<file path="src/rtl/repl_sequencer.sv">
// rtl/repl_sequencer.sv - UART REPL control FSM: issue one instruction, await retire, return a 5-byte result frame.
// A saturating watchdog in EXEC converts a hung core into an error frame.
module repl_sequencer #(
  parameter int         TIMEOUT_CYCLES = 1_200_000,
  parameter logic [7:0] ERR_CODE       = 8'hFF
) (
  input  logic        clk12,
  input  logic        rstn,
  input  logic [31:0] instruction,
  input  logic        instruction_rcv,
  output logic [31:0] core_instr,
  output logic        core_instr_valid,
  input  logic        core_instr_ready,
  input  logic        core_done,
  input  logic [4:0]  core_rd,
  input  logic [31:0] core_rd_value,
  output logic [7:0]  tx_data,
  output logic        tx_start,
  input  logic        tx_ready,
  output logic        busy,
  output logic        dropped
);

  localparam int WD_W = $clog2(TIMEOUT_CYCLES + 1);
  localparam logic [WD_W-1:0] WD_LAST = WD_W'(TIMEOUT_CYCLES - 1);

  typedef enum logic [2:0] {IDLE, ISSUE, EXEC, SEND, GAP, WAIT_TX} state_t;

  state_t          state, state_n;
  logic [31:0]     instr_q, instr_n;
  logic [39:0]     frame_q, frame_n;
  logic [2:0]      cnt_q, cnt_n;
  logic [WD_W-1:0] wd_q, wd_n;
  logic [7:0]      txd_q, txd_n;
  logic            txs_q, txs_n;
  logic            drop_q, drop_n;

  always_ff @(posedge clk12) begin
    if (!rstn) begin
      state   <= IDLE;
      instr_q <= '0;
      frame_q <= '0;
      cnt_q   <= '0;
      wd_q    <= '0;
      txd_q   <= '0;
      txs_q   <= 1'b0;
      drop_q  <= 1'b0;
    end else begin
      state   <= state_n;
      instr_q <= instr_n;
      frame_q <= frame_n;
      cnt_q   <= cnt_n;
      wd_q    <= wd_n;
      txd_q   <= txd_n;
      txs_q   <= txs_n;
      drop_q  <= drop_n;
    end
  end

  always_comb begin
    state_n = state;
    instr_n = instr_q;
    frame_n = frame_q;
    cnt_n   = cnt_q;
    wd_n    = wd_q;
    txd_n   = txd_q;
    txs_n   = 1'b0;
    drop_n  = instruction_rcv && (state != IDLE);
    case (state)
      IDLE: begin
        if (instruction_rcv) begin
          instr_n = instruction;
          state_n = ISSUE;
        end
      end
      ISSUE: begin
        if (core_instr_ready) begin
          wd_n    = '0;
          state_n = EXEC;
        end
      end
      EXEC: begin
        wd_n = (wd_q == '1) ? wd_q : wd_q + 1'b1;
        // Retirement takes priority over a watchdog expiring in the same cycle
        if (core_done) begin
          frame_n = {core_rd_value, 3'b000, core_rd};
          cnt_n   = '0;
          state_n = SEND;
        end else if (wd_q == WD_LAST) begin
          frame_n = {32'd0, ERR_CODE};
          cnt_n   = '0;
          state_n = SEND;
        end
      end
      SEND: begin
        if (tx_ready) begin
          txd_n   = frame_q[{cnt_q, 3'b000} +: 8];
          txs_n   = 1'b1;
          state_n = GAP;
        end
      end
      GAP: begin
        // Skip sampling tx_ready while the transmitter's busy flag catches up
        state_n = WAIT_TX;
      end
      WAIT_TX: begin
        if (tx_ready) begin
          if (cnt_q == 3'd4) begin
            state_n = IDLE;
          end else begin
            cnt_n   = cnt_q + 3'd1;
            state_n = SEND;
          end
        end
      end
      default: state_n = IDLE;
    endcase
  end

  assign core_instr       = instr_q;
  assign core_instr_valid = (state == ISSUE);
  assign tx_data          = txd_q;
  assign tx_start         = txs_q;
  assign busy             = (state != IDLE);
  assign dropped          = drop_q;

endmodule

</file>
<file path="config.mk">
export PLATFORM = sky130hd
export DESIGN_NAME = repl_sequencer
export DESIGN_NICKNAME = d
export VERILOG_FILES = /design/src/rtl/repl_sequencer.sv
export SDC_FILE = /design/constraint.sdc
export NUM_CORES = 1
export LEC_CHECK = 0
export BUFFER_PORTS_ARGS = -buffer_cell sky130_fd_sc_hd__buf_2
export CAP_MARGIN = 20
export CORE_ASPECT_RATIO = 0.9
export CORE_MARGIN = 2
export CORE_UTILIZATION = 49
export CTS_CLUSTER_SIZE = 12
export DETAILED_ROUTE_END_ITERATION = 8
export PLACE_DENSITY_LB_ADDON = 0.2
export SETUP_SLACK_MARGIN = 0.05
export SYNTH_ARGS = -nofsm -noshare
export SYNTH_HDL_FRONTEND = slang
export SYNTH_SLANG_ARGS = --single-unit
</file>
<file path="constraint.sdc">
create_clock -name clk12 -period 2.32 [get_ports clk12]
set_input_delay 0.464 -clock clk12 [delete_from_list [all_inputs] [get_ports clk12]]
set_output_delay 0.464 -clock clk12 [all_outputs]
set_load 0.05 [all_outputs]
</file>
==> results.yml <==
synthesis:
  synth_seq_area_share_pct: 47.6
  netlist_instances: 494
  synthTopCellsByCount: "dfxtp_1, nand2_1, a21oi_1"
  ys_top_cells_by_area: "dfxtp_1, nand2_1, a22o_1"
  netlist_area_um2: 4500
  synth_edf_count: 0
  async_reset_ff_share_pct: 0
  syn-num-nets: 572
  synth.distinct_cells: 54
  yosys.area.top_type_share_pct: 47.6
  synth_flop_cell: "dfxtp_1"
  ys_ff_latch: 107
  yosysMostFrequentCell: "dfxtp_1"
  yosysWarnings: 0
  yosys.area.top_type: "dfxtp_1"
  syn_area_per_cell_um2: 9.11
sta:
  rsz0062_at_grt: "false"
  post-route-min-period_ns: 2.17
  setup_viol: 0
  fin_tns_setup_ns: 0
  slew_headroom_pct: 61.4
  post-route-period-util_pct: 93.3
  hold_viol: 0
  slew_viol_final: 0
  fmax_mhz: 462
  fin_skew_ns: 0.0145
  worst_pin_slew_ns: 0.576
clocking:
  cts.clk_slew.worst_paths_ns: 0.11
  cts_setup_buffers: 0
  clk-insertion-delay-late_ns: 0.39
  cts_buffers: 9
  clock-sinks: 107
  clockBufferDepth: 2
  cts_tree: "built"
  ctsHtreeMaxLevel: 3
  cts-root-buf: "clkbuf_8"
power:
  sequentialPowerShare_pct: 52.0
  p_per_area_nw_per_um2: 681
  irDropWorstVdd_v: 0.000301
  fin_total_pwr_mw: 3.74
  p_comb_share_pct: 15.9
  power_switching_mw: 1.12
  p_clk_share_pct: 32.1
  p_leak_nw: 2.26
  swShare_pct: 30.0
  p_int_mw: 2.61
place:
  gp_congestion: 0.928
  dpl.hpwl_mm: 7.84
  io_buffers: 118
  dpl.cell_count: 719
worst_setup_path:
  cp-end-kind: "register"
  r2r_cells: 6
  criticalPathCategory: "reg2reg"
  required_ns: 2.61
  critPathLaunchType: "register"
  path_max_fanout: 17
  worstPathArrival_ns: 2.46
  regToRegStartpoint: "wd_q[13]"
  reg2reg_to: "frame_q[10]"
  r2r_slack_ns: 0.15
layout:
  multi_input_area_um2: 2180
  register_area_um2: 2140
  fin_cells: 735
  drive_gt1_share_pct: 28.9
  diodes: 0
  nFillCells: 840
  fin_util_pct: 60.9
  finalNetCount: 686
  area_growth_pct: 21.9
detailed_routing:
  ant_nets: 0
  drcViolationCount: 0
  drt_iter0_drc: 268
  wire_per_inst_um: 15.1
  drtPass1Iterations: 8
  routed_wl_mm: 11.1
  avgViaCountPerCell: 5.58
  dr_total_vias: 4098
floorplanning:
  ios: 119
  die_h_um: 94.9
  start_util_pct: 50.0
  die-area_um2: 9960
  core-area_um2: 9000
  rows: 33
  chipWidth_um: 105
grt:
  grt_pass1_vias: 3706
  grtUsageTotal_pct: 22.6
  grt.overflow.total: 0
  grt_max_degree: 55
  grt_pass1_wl_mm: 18.1
  antenna_found_initial: 0
hold_path:
  worstHoldEndpoint: "frame_q[21]"
  min_from: "core_rd_value[13]"
  min_path_type: "in2reg"
  holdPathStages: 2
run:
  maxCapViolations: 0
outcome:
  outcome: "completed"
[repair_timing]
item | CTS | global route
hold buffers | 0 | 0
gates resized for setup | 0 | 4
endpoints found under the setup margin | 0 | 7
[power groups by stage]
stage	clock network [mW]	registers, mW	logic (mW)
2_1_floorplan	0	2.14	0.251
3_5_place_dp	0	1.99	0.594
4_1_cts	1.23	1.94	0.595
6_report	1.20	1.94	0.593
5_1_grt	1.30	1.95	0.639
3_3_place_gp	0	1.98	0.586
[placed cells by master, fill, tap and decap left out, types with 7 or more instances in the layout]
cell	count
a211oi_1	8
a21oi_1	42
a22o_1	32
a22oi_1	8
a31oi_1	10
and3_1	7
buf_2	118
buf_4	22
clkbuf_8	9
dfxtp_1	107
mux4_2	8
nand2_1	86
nand3_1	20
nor2_1	23
nor3_1	9
o21a_1	13
o21ai_0	12
[kinds of logic (layout without fill, tap and decap cells)]
group	count (synthesis)	count (layout)	synth area share, %
buffers and inverters	44	163	4.26
multiplexers	10	10	4.51
flip-flops	107	107	47.6
XOR/XNOR	1	1	0.195
adder cells (fa/ha/maj)	3	3	0.835
AO/OA/AOI/OAI	150	150	23.6
AND/OR/NAND/NOR	179	179	19.0
[layer usage]
layer  GRT usage (%)  wire [um]  vias to the layer above
li1                -          -                     2041
met4            8.89        148                        0
met2            35.0       4910                      161
met3            5.52        823                       13
met5               0          0                        -
met1            30.7       5250                     1883
[how the worst max path moves through the flow]
stage / from / end / slack, ns / cells past startpoint
after floorplan: state[0] / core_instr_valid / 0.10 / 3
after global placement: wd_q[8] / frame_q[10] / 0.23 / 6
after detailed placement: wd_q[0] / wd_q[6] / 0.11 / 7
after CTS: wd_q[0] / wd_q[6] / 0.10 / 7
after global routing: wd_q[0] / wd_q[6] / 0.07 / 7
final: wd_q[13] / frame_q[10] / 0.15 / 6
[worst max-delay path, stage by stage (launching register included)]
cell,delay (ns)
dfxtp_1,0.37
or4b_1,0.51
or4_4,0.45
o21bai_4,0.18
a21oi_2,0.09
buf_4,0.23
a22o_1,0.24
[per-stage QoR]
step / setup slack (ns) / hold slack, ns / instance area [um^2]
2_1_floorplan: 0.101 / 0.443 / 4500
3_3_place_gp: 0.234 / 0.438 / 5260
3_5_place_dp: 0.108 / 0.443 / 5260
4_1_cts: 0.104 / 0.268 / 5470
5_1_grt: 0.0708 / 0.256 / 5490
6_report: 0.155 / 0.276 / 5490
[cell type report]
class	instances	share of cell area, %
multi-input cells	343	39.8
flip-flops and latches	107	39.1
repair buffers	141	14.1
well taps	122	2.78
clock buffers	10	2.33
clock inverters	6	1.46
inverters	6	0.411
[flip-flops by register name (all words and copies together) (netlist names)]
register,flops
cnt_q,3
tx_start,1
dropped,1
wd_q,21
core_instr,32
state,3
tx_data,8
frame_q,38
(Power assumes the default switching activity.)
